==> config.mk <==
export PLATFORM = sky130hd
export DESIGN_NAME = m3_motion_sequencer
export DESIGN_NICKNAME = d
export VERILOG_FILES = /design/src/rtl/m3_pkg.sv /design/src/rtl/m3_level_ramp.sv /design/src/rtl/m3_motion_sequencer.sv
export SDC_FILE = /design/constraint.sdc
export NUM_CORES = 1
export LEC_CHECK = 0
export ABC_AREA = 1
export ABC_CLOCK_PERIOD_IN_PS = 2620
export CAP_MARGIN = 15
export CORE_AREA = 2 2 87 89
export DETAILED_ROUTE_END_ITERATION = 16
export DIE_AREA = 0 0 89 91
export GPL_TIMING_DRIVEN = 0
export PLACE_DENSITY = 0.88
export REMOVE_ABC_BUFFERS = 1
export SLEW_MARGIN = 20
export SYNTH_ARGS = -nofsm -noshare
export SYNTH_HDL_FRONTEND = slang
export SYNTH_SLANG_ARGS = --single-unit
==> constraint.sdc <==
create_clock -name clkI -period 2.62 [get_ports clkI]
set_input_delay 0.524 -clock clkI [delete_from_list [all_inputs] [get_ports clkI]]
set_output_delay 0.524 -clock clkI [all_outputs]
set_load 0.05 [all_outputs]
==> src/rtl/m3_pkg.sv <==
// Shared definitions for the M3 motion sequencer: command opcodes, FSM state
// encodings and the small helpers used by the sequencer and its level ramps.
package m3_pkg;

  // Command opcodes carried on cmdOpI; 6 and 7 are illegal.
  localparam logic [2:0] CMD_NOP       = 3'd0;
  localparam logic [2:0] CMD_START     = 3'd1;
  localparam logic [2:0] CMD_STOP      = 3'd2;
  localparam logic [2:0] CMD_SET_SPEED = 3'd3;
  localparam logic [2:0] CMD_SET_POWER = 3'd4;
  localparam logic [2:0] CMD_REVERSE   = 3'd5;

  // Sequencer states; the encoding is visible on stateO.
  typedef enum logic [2:0] {
    ST_IDLE    = 3'd0,
    ST_STARTUP = 3'd1,
    ST_RUN     = 3'd2,
    ST_RAMPDN  = 3'd3,
    ST_BRAKE   = 3'd4,
    ST_FAULT   = 3'd5
  } m3State_t;

  // One tick is the rising edge of the calc block's 100 Hz output; prev is
  // the registered copy of the same signal.
  function automatic logic risingEdge(input logic cur, input logic prev);
    return cur & ~prev;
  endfunction

  // Clamp a requested level to its ceiling.
  function automatic logic [7:0] satLevel(input logic [7:0] val, input logic [7:0] maxVal);
    return (val > maxVal) ? maxVal : val;
  endfunction

  function automatic logic isLegalOp(input logic [2:0] op);
    return op <= CMD_REVERSE;
  endfunction

endpackage

==> src/rtl/m3_level_ramp.sv <==
// One ramped level (speed or power): holds a target and a level, moves the
// level one step toward the target per tick and reports the direction as
// INC/DEC flags that persist until the next tick.
module m3_level_ramp
  import m3_pkg::*;
#(
  parameter logic [7:0] MAX = 8'd64
) (
  input  logic       clkI,
  input  logic       rstI,
  input  logic       clrI,      // zero level, target and requests
  input  logic       quietI,    // zero requests only, keep level/target
  input  logic       enI,       // ramping allowed in the current state
  input  logic       tickI,
  input  logic       tgtLoadI,
  input  logic [7:0] tgtValI,
  output logic [7:0] levelO,
  output logic [7:0] tgtO,
  output logic       incO,
  output logic       decO
);

  logic [7:0] level;
  logic [7:0] tgt;
  logic       inc;
  logic       dec;

  // Target load, one-step ramp and request flags, all on a tick boundary.
  always_ff @(posedge clkI) begin
    if (rstI || clrI) begin
      level <= '0;
      tgt   <= '0;
      inc   <= 1'b0;
      dec   <= 1'b0;
    end else begin
      // NOTE: non-blocking updates mean a target loaded in this cycle is not
      // seen by a tick in the same cycle; the comparison uses the old target.
      if (tgtLoadI) tgt <= satLevel(tgtValI, MAX);
      if (quietI) begin
        inc <= 1'b0;
        dec <= 1'b0;
      end else if (tickI) begin
        if (enI && (level < tgt)) begin
          inc   <= 1'b1;
          dec   <= 1'b0;
          level <= level + 8'd1;
        end else if (enI && (level > tgt)) begin
          inc   <= 1'b0;
          dec   <= 1'b1;
          level <= level - 8'd1;
        end else begin
          inc <= 1'b0;
          dec <= 1'b0;
        end
      end
    end
  end

  assign levelO = level;
  assign tgtO   = tgt;
  assign incO   = inc;
  assign decO   = dec;

endmodule

==> src/rtl/m3_motion_sequencer.sv <==
// Command-driven sequencer in front of the M3 power/speed calc block. Takes
// one command at a time, paces speed/power ramps on the 100 Hz tick and
// enforces ramp-down, brake dwell and restart around stops and reversals.
module m3_motion_sequencer
  import m3_pkg::*;
#(
  parameter logic [7:0] SPD_MAX     = 8'd64,
  parameter logic [7:0] PWR_MAX     = 8'd32,
  parameter logic [7:0] START_TICKS = 8'd4,
  parameter logic [7:0] BRAKE_TICKS = 8'd8
) (
  input  logic       clkI,
  input  logic       rstI,
  input  logic       tick100hzI,
  input  logic       cmdValidI,
  output logic       cmdReadyO,
  input  logic [2:0] cmdOpI,
  input  logic [7:0] cmdArgI,
  input  logic       estopI,
  output logic       m3startO,
  output logic       m3forceStopO,
  output logic       m3invRotateO,
  output logic       m3speedINCo,
  output logic       m3speedDECo,
  output logic       m3powerINCo,
  output logic       m3powerDECo,
  output logic [7:0] spdLevelO,
  output logic [2:0] stateO,
  output logic       errO
);

  m3State_t   state;
  m3State_t   nextState;
  logic       tickPrev;
  logic       tickPulse;
  logic [7:0] tickCnt;
  logic       revPending;
  logic [7:0] savedSpdTgt;
  logic       invRotate;
  logic       err;

  logic       accept;
  logic       faultClr;
  logic       spdLoad;
  logic [7:0] spdLoadVal;
  logic       pwrLoad;
  logic [7:0] pwrLoadVal;
  logic       saveRev;
  logic       revVal;
  logic       toggleInv;
  logic       clrErr;
  logic       setErr;

  logic [7:0] spdLevel;
  logic [7:0] spdTgt;
  logic [7:0] pwrLevel;
  logic [7:0] pwrTgt;
  logic       unusedPwr;

  assign tickPulse = risingEdge(tick100hzI, tickPrev);
  assign cmdReadyO = ((state == ST_IDLE) || (state == ST_RUN)) && !estopI;
  assign accept    = cmdValidI && cmdReadyO;
  assign faultClr  = estopI || (state == ST_FAULT);
  assign setErr    = estopI || (accept && !isLegalOp(cmdOpI));

  // Power level and target only steer the calc block via INC/DEC.
  assign unusedPwr = ^{pwrLevel, pwrTgt};

  // Registered copy of the tick input for edge detection.
  always_ff @(posedge clkI) begin
    if (rstI) tickPrev <= 1'b0;
    else      tickPrev <= tick100hzI;
  end

  // Next-state and per-cycle strobes; estop overrides everything.
  always_comb begin
    // NOTE: every signal gets a default here so no path can infer a latch.
    nextState  = state;
    spdLoad    = 1'b0;
    spdLoadVal = '0;
    pwrLoad    = 1'b0;
    pwrLoadVal = '0;
    saveRev    = 1'b0;
    revVal     = 1'b0;
    toggleInv  = 1'b0;
    clrErr     = 1'b0;

    case (state)
      ST_IDLE: begin
        if (accept) begin
          case (cmdOpI)
            CMD_START: begin
              nextState = ST_STARTUP;
              clrErr    = 1'b1;
            end
            CMD_SET_SPEED: begin
              spdLoad    = 1'b1;
              spdLoadVal = cmdArgI;
            end
            CMD_SET_POWER: begin
              pwrLoad    = 1'b1;
              pwrLoadVal = cmdArgI;
            end
            default: ;
          endcase
        end
      end
      ST_STARTUP: begin
        if (tickPulse && (tickCnt == START_TICKS - 8'd1)) nextState = ST_RUN;
      end
      ST_RUN: begin
        if (accept) begin
          case (cmdOpI)
            CMD_SET_SPEED: begin
              spdLoad    = 1'b1;
              spdLoadVal = cmdArgI;
            end
            CMD_SET_POWER: begin
              pwrLoad    = 1'b1;
              pwrLoadVal = cmdArgI;
            end
            CMD_STOP, CMD_REVERSE: begin
              // Park the speed target at zero and remember where to return.
              nextState  = ST_RAMPDN;
              spdLoad    = 1'b1;
              spdLoadVal = 8'd0;
              saveRev    = 1'b1;
              revVal     = (cmdOpI == CMD_REVERSE);
            end
            default: ;
          endcase
        end
      end
      ST_RAMPDN: begin
        if (spdLevel == 8'd0) nextState = ST_BRAKE;
      end
      ST_BRAKE: begin
        if (tickPulse && (tickCnt == BRAKE_TICKS - 8'd1)) begin
          if (revPending) begin
            nextState  = ST_STARTUP;
            spdLoad    = 1'b1;
            spdLoadVal = savedSpdTgt;
            toggleInv  = 1'b1;
          end else begin
            nextState = ST_IDLE;
          end
        end
      end
      ST_FAULT: begin
        if (!estopI) nextState = ST_IDLE;
      end
      default: nextState = ST_IDLE;
    endcase

    if (estopI) begin
      nextState = ST_FAULT;
      spdLoad   = 1'b0;
      pwrLoad   = 1'b0;
      saveRev   = 1'b0;
      toggleInv = 1'b0;
      clrErr    = 1'b0;
    end
  end

  // State register.
  always_ff @(posedge clkI) begin
    if (rstI) state <= ST_IDLE;
    else      state <= nextState;
  end

  // Tick counter for STARTUP/BRAKE dwell, restarted on every state change.
  always_ff @(posedge clkI) begin
    if (rstI || (nextState != state)) tickCnt <= '0;
    else if (tickPulse)               tickCnt <= tickCnt + 8'd1;
  end

  // Reversal bookkeeping: pending flag, saved target and rotation direction.
  always_ff @(posedge clkI) begin
    if (rstI) begin
      revPending  <= 1'b0;
      savedSpdTgt <= '0;
      invRotate   <= 1'b0;
    end else begin
      if (saveRev) begin
        revPending  <= revVal;
        savedSpdTgt <= spdTgt;
      end
      if (toggleInv) invRotate <= ~invRotate;
    end
  end

  // Sticky error flag; set wins over the clear from START.
  always_ff @(posedge clkI) begin
    if (rstI)        err <= 1'b0;
    else if (setErr) err <= 1'b1;
    else if (clrErr) err <= 1'b0;
  end

  m3_level_ramp #(.MAX(SPD_MAX)) uSpdRamp (
    .clkI     (clkI),
    .rstI     (rstI),
    .clrI     (faultClr),
    .quietI   (1'b0),
    .enI      ((state == ST_RUN) || (state == ST_RAMPDN)),
    .tickI    (tickPulse),
    .tgtLoadI (spdLoad),
    .tgtValI  (spdLoadVal),
    .levelO   (spdLevel),
    .tgtO     (spdTgt),
    .incO     (m3speedINCo),
    .decO     (m3speedDECo)
  );

  // Power keeps its level through faults; only its requests are silenced.
  m3_level_ramp #(.MAX(PWR_MAX)) uPwrRamp (
    .clkI     (clkI),
    .rstI     (rstI),
    .clrI     (1'b0),
    .quietI   (faultClr),
    .enI      (state == ST_RUN),
    .tickI    (tickPulse),
    .tgtLoadI (pwrLoad),
    .tgtValI  (pwrLoadVal),
    .levelO   (pwrLevel),
    .tgtO     (pwrTgt),
    .incO     (m3powerINCo),
    .decO     (m3powerDECo)
  );

  assign m3startO     = (state == ST_STARTUP) || (state == ST_RUN) ||
                        (state == ST_RAMPDN)  || (state == ST_BRAKE);
  assign m3forceStopO = (state == ST_BRAKE) || (state == ST_FAULT);
  assign m3invRotateO = invRotate;
  assign spdLevelO    = spdLevel;
  assign stateO       = state;
  assign errO         = err;

endmodule

Word level (Yosys, flattened, before mapping)
Cells that the tools add are included.
{ "word_totals": {"latchBits": 0, "rom_bits": 0, "output_inout_bits": 20, "mem_bits_rw": 0, "n_memories": 0, "wordCells": 133, "inputBits": 16, "ff_bits": 59} }
{ "classes": {"order_cmp": 7, "n_mul": 0, "add_sub_neg": 5, "n_reduce_logical": 32, "n_bitwise": 4, "n_shift": 0, "eq_ne": 13, "n_div": 0, "n_mux": 57} }
{ "op_table": {"columns": ["op", "count"], "rows": [
  ["8-bit two-way mux", 13],
  ["1-bit two-way mux", 33],
  ["8-bit by 1-bit adder with 8-bit output, second input constant", 3],
  ["3-bit two-way mux", 8],
  ["8-bit > comparator", 2],
  ["8-bit < comparator", 2],
  ["8-bit case mux with 2 select lines", 1],
  ["8-bit by 1-bit subtractor with 8-bit output, second input constant", 2],
  ["3-bit case mux with 5 select lines", 1],
  ["3-bit by 2-bit == test with 1-bit output, second input constant", 4],
  ["3-bit == test, second input constant", 4],
  ["1-bit logical OR", 10],
  ["1-bit logical AND", 9],
  ["8-bit by 2-bit == test with 1-bit output, second input constant", 1],
  ["8-bit by 3-bit == test with 1-bit output, second input constant", 1],
  ["8-bit by 6-bit > comparator with 1-bit output, second input constant", 1],
  ["8-bit by 7-bit > comparator with 1-bit output, second input constant", 1],
  ["8-bit zero test", 1],
  ["3-bit by 1-bit == test with 1-bit output, second input constant", 2],
  ["2-bit nonzero test", 3],
  ["2-bit OR reduction", 3],
  ["3-bit <= comparator, second input constant", 1],
  ["3-bit zero test", 1],
  ["3-bit != test", 1],
  ["other kinds (7)", 10]
]} }

Logic depth before layout (Yosys ltp)
Gate-level depths: netlist of the first run.
{ "logic_depth": {"ltp_word": 9, "ltp_mapped": 19, "ltp_nobuf": 19} }

Hierarchy
A second synthesis of the first run with hierarchy kept.
{ "hier_totals": {"hier_cells": 554, "area_unflattened_um2": 3769.9} }
{ "by_module_without_submodules": {"columns": ["module", "instances", "seq_area_each_um2", "area_per_inst_um2", "cells_per_inst"], "rows": [
  ["m3_motion_sequencer", 1, 460.4, 1348.8, 214],
  ["m3_level_ramp at uSpdRamp", 1, 360.3, 1212.4, 171],
  ["m3_level_ramp at uPwrRamp", 1, 360.3, 1208.7, 169]
]} }

Worst setup path after synthesis of the first run
OpenSTA, ideal clock, no wires.
{ "synth_timing": {"kind": "register to register", "start": "register state[1], in the netlist stateO[1]", "end": "register uPwrRamp.level[7], in the netlist uPwrRamp.levelO[7]", "synth_period_minus_slack_ps": 2766, "n_path_buf": 0, "required_ps": 2505, "setup_time_ps": 115, "arrival_time_ps": 2651, "stages_incl_launch_ff": 12, "path_slack_ps": -146, "cell_sequence": "dfxtp_1 inv_1 nor2_1 nand3_2 ha_1 a21oi_1 nand2_1 nand4_1 o211ai_1 or2_2 a21oi_1 nor2_1"} }
{ "synth_between": {"elab_chain_len": 4, "word_cells_on_any_way": 9, "classes_between": "2 x eq/ne; 1 x mux; 1 x bitwise; 5 x reduce/logical"} }
{ "synth_lines": {"columns": ["item", "line", "rtl"], "rows": [
  ["start: declaration", "m3_motion_sequencer.sv:32", "m3State_t state;"],
  ["start signal: assignment", "m3_motion_sequencer.sv:168", "else state <= nextState;"],
  ["3-bit by 2-bit == test with 1-bit output or 3-bit == test (tied branches)", "m3_motion_sequencer.sv:220, m3_motion_sequencer.sv:63", null],
  ["1-bit logical AND, or another cell as far along", "m3_level_ramp.sv:47", "end else if (enI && (level > tgt)) begin"],
  ["2-bit nonzero test (no line) or 1-bit inverter (tied branches)", null, null],
  ["3-bit AND reduction (no line)", null, null],
  ["end signal: assignment", "m3_level_ramp.sv:46", "level <= level + 8'd1;"],
  ["end signal: assignment", "m3_level_ramp.sv:50", "level <= level - 8'd1;"],
  ["end: declaration", "m3_level_ramp.sv:23", "logic [7:0] level;"]
]} }
Several ways; a longest one is shown, not always the timed one.
A chain may end at the register's enable or synchronous reset.

Final worst setup path of the first run
{ "layout_timing": {"start": "register uPwrRamp.level[5], in the netlist uPwrRamp.levelO[5]", "end": "register uPwrRamp.level[6], in the netlist uPwrRamp.levelO[6]"} }
{ "layout_between": {"elab_chain_len": 4, "word_cells_on_any_way": 10, "classes_between": "2 x add/sub; 2 x order compare; 2 x mux; 4 x reduce/logical"} }
{ "layout_lines": {"columns": ["item", "line"], "rows": [
  ["8-bit > comparator or 8-bit < comparator (tied branches)", "m3_level_ramp.sv:47, m3_level_ramp.sv:43"],
  ["1-bit logical AND (on tied branches)", "m3_level_ramp.sv:47, m3_level_ramp.sv:43"],
  ["2-bit nonzero test (no line)", null],
  ["3-bit AND reduction (no line)", null]
]} }
Several ways; a longest one is shown, not always the timed one. The select of a mux whose other input is x is not followed.

==> results of run 1 <==
-- power groups by stage --
stage | logic [uW] | clock network (uW) | registers, uW
floorplan | 82.8 | 0 | 944
global placement | 163 | 0 | 930
detailed placement | 166 | 0 | 930
CTS | 167 | 894 | 910
global route | 187 | 950 | 907
finish | 174 | 898 | 907
-- repair_timing --
item	CTS	global route
pin swaps	4	30
resized for setup	14	74
setup endpoints to repair	8	13
buffers inserted	6	11
-- metrics by stage --
stage,utilization,hold WS (ns),total power (uW)
after floorplan,-,0.4253,1027
after global placement,0.5671,0.4409,1093
after detailed placement,0.5671,0.4506,1096
after CTS,0.6117,0.4627,1971
after global routing,0.6687,0.4873,2044
final,0.6687,0.4669,1980
-- cell families after synthesis --
family | count (synthesis) | synth area share
AO/OA/AOI/OAI | 104 | 0.1567
XOR/XNOR | 17 | 0.04072
adder cells (fa/ha/maj) | 31 | 0.1102
buffers and inverters | 82 | 0.09480
flip-flops | 59 | 0.3231
multiplexers | 1 | 0.002738
AND/OR/NAND/NOR | 215 | 0.2717
-- cell usage after synthesis --
cell	count
a21oi_1	53
a21oi_2	6
a31oi_1	2
buf_1	2
buf_2	3
buf_4	1
buf_6	4
clkbuf_1	2
clkinv_1	1
clkinv_2	1
dfxtp_1	59
fa_1	2
ha_1	29
inv_1	66
inv_2	2
mux2i_1	1
nand2_1	84
nand2_2	5
nand2_4	1
nand3_1	33
nand3_2	2
nand4_1	19
nand4_2	1
nor2_1	54
nor2_4	1
nor3_1	8
nor3_2	2
nor3_4	1
nor3b_1	1
o211ai_1	1
o21a_1	2
o21ai_0	35
o21ai_1	1
o21ai_4	1
o21bai_1	2
o311ai_0	1
or2_1	1
or2_2	1
or2_4	1
xnor2_1	6
xor2_1	11
-- registers in the layout, summed over array words and instances, names as in the netlist --
signal           count
savedSpdTgt          8
tickCnt              8
uPwrRamp.levelO      8
uPwrRamp.tgtO        8
uSpdRamp.levelO      8
uSpdRamp.tgtO        8
stateO               3
errO                 1
m3invRotateO         1
revPending           1
tickPrev             1
uPwrRamp.decO        1
uPwrRamp.incO        1
uSpdRamp.decO        1
uSpdRamp.incO        1
-- path summary, 6_finish.rpt --
kind | slack, ns | end | startpoint
max reg2reg | -0.12 | uPwrRamp.levelO[6]$_SDFFE_PP0P_ | uPwrRamp.levelO[5]$_SDFFE_PP0P_
min reg2reg | 0.47 | uPwrRamp.tgtO[4]$_SDFFE_PP0P_ | uPwrRamp.tgtO[4]$_SDFFE_PP0P_
max | -0.12 | uPwrRamp.levelO[6]$_SDFFE_PP0P_ | uPwrRamp.levelO[5]$_SDFFE_PP0P_
min | 0.47 | uPwrRamp.tgtO[4]$_SDFFE_PP0P_ | uPwrRamp.tgtO[4]$_SDFFE_PP0P_
-- metal layers --
layer,GRT usage,vias up,routed length (microns)
met5,0,-,0
met4,0.08085,0,362
met3,0.05273,47,679
met2,0.4024,198,5407
met1,0.2827,1779,4265
li1,-,1794,-
-- worst max-delay path: stages (launching register included) --
cell	delay, ns
dfxtp_4	0.36
ha_4	0.25
a21oi_4	0.12
nor2_2	0.06
nor3b_2	0.32
nand3_4	0.22
buf_6	0.18
fa_2	0.36
nand3_2	0.08
nand2_2	0.07
a21oi_2	0.14
nor2_1	0.05
nor2_1	0.14
xor2_1	0.18
a21oi_1	0.08
-- cell type report --
| class | count | area (sq um) |
|---|---|---|
| multi-input combinational | 368 | 2477 |
| fill | 549 | 2365 |
| sequential | 59 | 1211 |
| timing repair buffer | 52 | 479.2 |
| inverter | 70 | 267.8 |
| clock buffer | 12 | 165.2 |
| tap | 99 | 123.9 |
| clock inverter | 4 | 47.55 |
==> metrics.cfg, run 1 <==
[power]
switching_power_uw=510.9
seqPwrFrac=0.458
swShare=0.2581
pwr-share-comb=0.088
p_leak_uw=0.002005
intPower_uw=1469
peakVddDrop_v=0.0002558
p_clk_frac=0.454
p_per_area_nw_per_um2=414.8

[clock_network]
insertion_delay_ns=0.35
ctsHoldBuffers=0
cts_root_buf=clkbuf_8
cts_made_buffers=9
cts.sinks=59
cts-htree-levels=3
clk_pin_slew_ns=0.07
cts_tree=yes
clockBufferDepth=2

[finish]
layout_common_cells=nand2_1, inv_1, nor2_1, a21oi_1, dfxtp_1
syn_to_final_growth_pct=30.53
instances_no_fill=664
antenna_cells=0
postLayoutCellArea_sq_um=4772
layout_commonest_cell=nand2_1
layout-drive-gt1-share=0.2230
nets=607

[routing]
route.detailed.drc=0
wirelength_microns=10720
drt.antenna.violating_nets=0
viasPerCell=5.750
drtIter0Drc=209
vias=3818
drt-pass1-iter-count=5
post_drt_wl_per_cell_microns=16.14

[placed_design]
dpl_cell_area_sq_um=4048
dp.cells=631
portBuffers=35
dp_slack_ns=-0.3557
dp_hpwl_microns=6379
routabilityCongestion=0.8434

[sta]
finalCritPeriodShare=1.044
fin_skew_ns=0.01353
rsz0062_at_grt=true
fin_setup_tns_ns=-0.2999
finalSetupViolCount=4
timing.final.ws_setup_ns=-0.1162
slew_headroom=0.3040
worst_pin_slew_ns=1.040
fmax_mhz=365.5
hold_violations=0
maxSlewViolCount=0
period_needed_ns=2.736

[critical_path]
cp-end-kind=register
crit_required_ns=2.85
criticalPathCategory=register to register
worstRegToRegCells=14
cp-start-kind=register
crit_arrival_ns=2.96
cp_max_fo=7

[min_path]
hold_path_depth=2
hp-class=register to register

[logic_synthesis]
synth.avg_cell_area_sq_um=7.183
synth_cells=509
ys_seq_area_frac=0.3231
yosys.area.top_type_share=0.3231
synth_cell_types=41
synth_warnings=0
ys_ff_latch=59
yosysTopAreaCell=dfxtp_1
synth_area_sq_um=3656
ys_top_cells_by_area=dfxtp_1, ha_1, nand2_1

[floorplan]
fp.dieH_microns=91
chipWidth_microns=89
die_area_sq_um=8099
coreArea_sq_um=7137
start_util=0.5123
fp-row-count=31
num_io_pins=36

[global_route]
grt_pass1_wl_microns=15210
grt_max_degree=21
antenna_found_initial=0
grt_pass1_vias=3451
grt_overflow_total=0
grt_use_total=0.2342

[outcome]
status=finished, violations left
failed_checks=setup timing

[run]
cap_violations=0

Note: power is estimated with default switching activity, not from simulation.
==> inputs of run 2 (changes only) <==
- SKIP_CTS_REPAIR_TIMING: not set -> 1
==> metrics.cfg, run 2 (same netlist as run 1, synthesis figures left out) <==
[outcome]
status=finished, violations left  ; unchanged
failed_checks=setup timing  ; unchanged

[floorplan]
fp.dieH_microns=91  ; unchanged
chipWidth_microns=89  ; unchanged
start_util=0.5123  ; unchanged
num_io_pins=36  ; unchanged
coreArea_sq_um=7137  ; unchanged
die_area_sq_um=8099  ; unchanged
fp-row-count=31  ; unchanged

[clock_network]
cts_made_buffers=9  ; unchanged
cts.sinks=59  ; unchanged
cts-htree-levels=3  ; unchanged
clk_pin_slew_ns=0.07  ; about the same
cts_tree=yes  ; unchanged
clockBufferDepth=2  ; unchanged
cts_root_buf=clkbuf_8  ; unchanged
insertion_delay_ns=0.35  ; about the same

[finish]
antenna_cells=0  ; unchanged
nets=605  ; was 607
syn_to_final_growth_pct=27.69  ; was 30.53%
layout_common_cells=nand2_1, inv_1, nor2_1, dfxtp_1, a21oi_1  ; was nand2_1, inv_1, nor2_1, a21oi_1, dfxtp_1
layout-drive-gt1-share=0.1865  ; was 0.2230
layout_commonest_cell=nand2_1  ; unchanged

[global_route]
grt_pass1_vias=3374  ; was 3451
grt_use_total=0.2273  ; was 0.2342
grt_overflow_total=0  ; unchanged
grt_max_degree=21  ; unchanged
antenna_found_initial=0  ; unchanged
grt_pass1_wl_microns=14830  ; was 15210 microns

[critical_path]
crit_required_ns=2.85  ; about the same
crit_arrival_ns=3.18  ; was 2.96 ns
cp-start-kind=register  ; unchanged
cp_max_fo=5  ; was 7
criticalPathCategory=register to register  ; unchanged
cp-end-kind=register  ; unchanged

[routing]
vias=3768  ; was 3818
viasPerCell=5.692  ; was 5.750
route.detailed.drc=0  ; unchanged
wirelength_microns=10480  ; was 10720 microns
drt-pass1-iter-count=7  ; was 5
post_drt_wl_per_cell_microns=15.82  ; was 16.14 microns
drt.antenna.violating_nets=0  ; unchanged
drtIter0Drc=240  ; was 209

[sta]
rsz0062_at_grt=true  ; unchanged
fin_setup_tns_ns=-0.6757  ; was -0.2999 ns
timing.final.ws_setup_ns=-0.3233  ; was -0.1162 ns
finalSetupViolCount=3  ; was 4
worst_pin_slew_ns=1.062  ; was 1.040 ns
period_needed_ns=2.943  ; was 2.736 ns
hold_violations=0  ; unchanged
whs_ns=0.4686  ; was 0.4669 ns
fmax_mhz=339.8  ; was 365.5 MHz
finalCritPeriodShare=1.123  ; was 1.044
slew_headroom=0.2893  ; was 0.3040
fin_skew_ns=0.01143  ; was 0.01353 ns
maxSlewViolCount=0  ; unchanged

[run]
cap_violations=0  ; unchanged

[power]
intPower_uw=1471  ; was 1469 uW
p_per_area_nw_per_um2=422.1  ; was 414.8 nW/um^2
seqPwrFrac=0.460  ; was 0.458
swShare=0.2537  ; was 0.2581
peakVddDrop_v=0.0002579  ; was 0.0002558 V
switching_power_uw=499.9  ; was 510.9 uW
p_clk_frac=0.451  ; was 0.454
pwr-share-comb=0.089  ; was 0.088
p_leak_uw=0.002015  ; was 0.002005 uW

[placed_design]
dp_hpwl_microns=6379  ; unchanged
portBuffers=35  ; unchanged
dp_slack_ns=-0.3557  ; unchanged
routabilityCongestion=0.8434  ; unchanged

[min_path]
hp-class=register to register  ; unchanged

run 2: cell types whose count changed in the layout (fill, tap and decap cells not counted), moves of 3 or more:
cell / delta
ha_1: +5
nand2_1: +3
nand2_2: -3
dfxtp_1: +3
dfxtp_2: -4
nand3_1: +3
ha_4: -4
run 2: power by group through the flow:
| stage | logic, uW | clock network, uW | registers [uW] |
|---|---|---|---|
| 2_1_floorplan | 82.8 | 0 | 944 |
| 3_3_place_gp | 163 | 0 | 930 |
| 3_5_place_dp | 166 | 0 | 930 |
| 4_1_cts | 167 | 894 | 910 |
| 5_1_grt | 189 | 942 | 906 |
| 6_report | 176 | 889 | 906 |
run 2: worst paths after layout:
| kind | to | depth (start not counted) | from | slack [ns] |
|---|---|---|---|---|
| setup / recovery | uPwrRamp.levelO[7]$_SDFFE_PP0P_ | 15 | uPwrRamp.tgtO[6]$_SDFFE_PP0P_ | -0.32 |
| hold / removal | uPwrRamp.tgtO[4]$_SDFFE_PP0P_ | 2 | uPwrRamp.tgtO[4]$_SDFFE_PP0P_ | 0.47 |
| hold reg to reg | uPwrRamp.tgtO[4]$_SDFFE_PP0P_ | 2 | uPwrRamp.tgtO[4]$_SDFFE_PP0P_ | 0.47 |
| setup reg to reg | uPwrRamp.levelO[7]$_SDFFE_PP0P_ | 15 | uPwrRamp.tgtO[6]$_SDFFE_PP0P_ | -0.32 |
run 2: cell type report:
cell class              instances  area, sq um
clock buffers                  12        165.2
clock inverters                 4        47.55
fillers                       574         2469
inverters                      70        264.0
multi-input cells             369         2394
flip-flops and latches         59         1210
well taps                      99        123.9
repair buffers                 49        464.2
run 2: per-stage QoR:
step	utilization	cells	area [sq um]	total power [uW]
2_1_floorplan	-	497	3573	1027
3_3_place_gp	0.5671	631	4048	1093
3_5_place_dp	0.5671	631	4048	1096
4_1_cts	0.5970	647	4260	1971
5_1_grt	0.6541	662	4668	2036
6_report	0.6541	662	4668	1971
run 2: critical path: stages, from the launching register on:
cell,delay (ns)
dfxtp_1,0.32
inv_1,0.06
ha_1,0.28
nand2_2,0.08
nor2_1,0.08
nor3b_2,0.35
buf_4,0.19
nand3_1,0.19
ha_1,0.37
nand2_1,0.08
inv_1,0.04
nand4_1,0.07
o211ai_1,0.12
or2_2,0.33
a21oi_1,0.18
nor2_1,0.07
run 2: per-layer routing:
layer | track usage | share of wire | wire (microns) | vias up
met1 | 0.2792 | 0.39 | 4120 | 1767
met2 | 0.3837 | 0.51 | 5319 | 176
met3 | 0.05364 | 0.064 | 671 | 38
met5 | 0 | 0 | 0 | -
met4 | 0.07836 | 0.035 | 363 | 0
li1 | - | - | - | 1787
==> patch (config.mk and constraints of run 2) <==
Put one more register stage on the output `errO`. The value now appears one clock later. The other outputs are not delayed to match.
--- a/src/rtl/m3_motion_sequencer.sv
+++ b/src/rtl/m3_motion_sequencer.sv
@@ -235,3 +235,5 @@
   assign stateO       = state;
-  assign errO         = err;
+  always_ff @(posedge clkI) begin
+    errO <= err;
+  end
 
Check against the original RTL: not equivalent (Yosys sat finds a counterexample within 4 cycles, from zero or initial values and one cycle with rstI high).
==> patch against run 2 <==
- the flow still finishes with violations (setup timing)
- sequential power is 2% higher
- utilization grew 2.0 points
- sequential share of layout area is 0.30 points lower
- sequential cell count rose by 1
- worst setup slack improved by 0.054 ns
- area after synthesis increased by 1.3%
- non-clock buffer count up 4
- routed wire length increased by 9.1%
- power is 3.2% lower
- cell area increased by 3.1%
- highest routed layer unchanged
==> patch: results <==
metrics = {
    "run_status": {
        "status": "finished with violations",
        "violations": "setup timing",
    },
    "logic_synthesis": {
        "seq_area_frac_synth_pct": 32.4,
        "synthTopCellsByCount": "94 x nand2_1, 61 x inv_1, 60 x dfxtp_1",
        "synth_xor_area_share_pct": 4.26,
        "synth_fa_ha_area_share_pct": 10.9,
        "synthMuxAreaShare_pct": 0,
        "synth_compound_area_share_pct": 15.4,
        "avgSynthCellArea_um2": 7.12,
    },
    "drt": {
        "drtPass1Iterations": 5,
        "vias": 3965,
        "drt-total-wl_mm": 11.4,
        "dr.first_iter.drc_count": 351,
    },
    "hold_path": {
        "hold_end": "errO",
        "hold_depth": 0,
        "min-delay-start": "err",
    },
    "power_and_ir_drop": {
        "ir_worst_vdd_mv": 0.243,
        "power.total_w": 0.00191,
        "pwr-share-clk_pct": 41.8,
    },
    "critical_path": {
        "critPathLaunch": "uPwrRamp.tgtO[5]",
        "cp_slowest_stage_delay_ns": 0.41,
        "reg2regPathDepth": 13,
    },
    "place": {
        "placed_area_um2": 4100,
        "dp_hpwl_mm": 6.61,
        "gp_congestion": 0.858,
        "post-place-cells": 642,
    },
    "timing": {
        "setup-violations-final": 3,
        "fin_ws_ns": -0.269,
        "skew_ns": 0.0121,
        "relSlewSlack_pct": 23.3,
        "holdWs_ns": 0.361,
        "setup_tns_ns": -0.479,
    },
    "global_route": {
        "grt_first_pass_wirelength_mm": 15.3,
        "grt_usage_pct": 23.6,
    },
    "layout": {
        "nets": 620,
        "layout-drive-gt1-share_pct": 22.7,
    },
}
[patch: cell count changes after synthesis, sizes merged, moves of 2 or more]
cell / before / now
nand2: 90 / 99
o21ai: 37 / 44
a21oi: 59 / 53
nand4: 20 / 16
buf: 10 / 7
clkbuf: 2 / 5
nand3b: 0 / 2
nor2: 55 / 57
nor3: 11 / 13
[patch: layout make-up]
class	instances	area [um^2]
clock buffers	13	169
clock inverters	1	7.51
fillers	528	2330
inverters	69	263
multi-input cells	380	2530
flip-flops and latches	60	1230
well taps	99	124
repair buffers	53	487
[patch: metal layers]
metal | GRT usage [%] | part of all wire [%] | vias to the layer above
met2 | 39.1 | 49 | 240
met3 | 3.82 | 8.5 | 63
met5 | 0 | 0 | -
met4 | 9.95 | 4.3 | 0
li1 | - | - | 1838
met1 | 30.1 | 38 | 1824
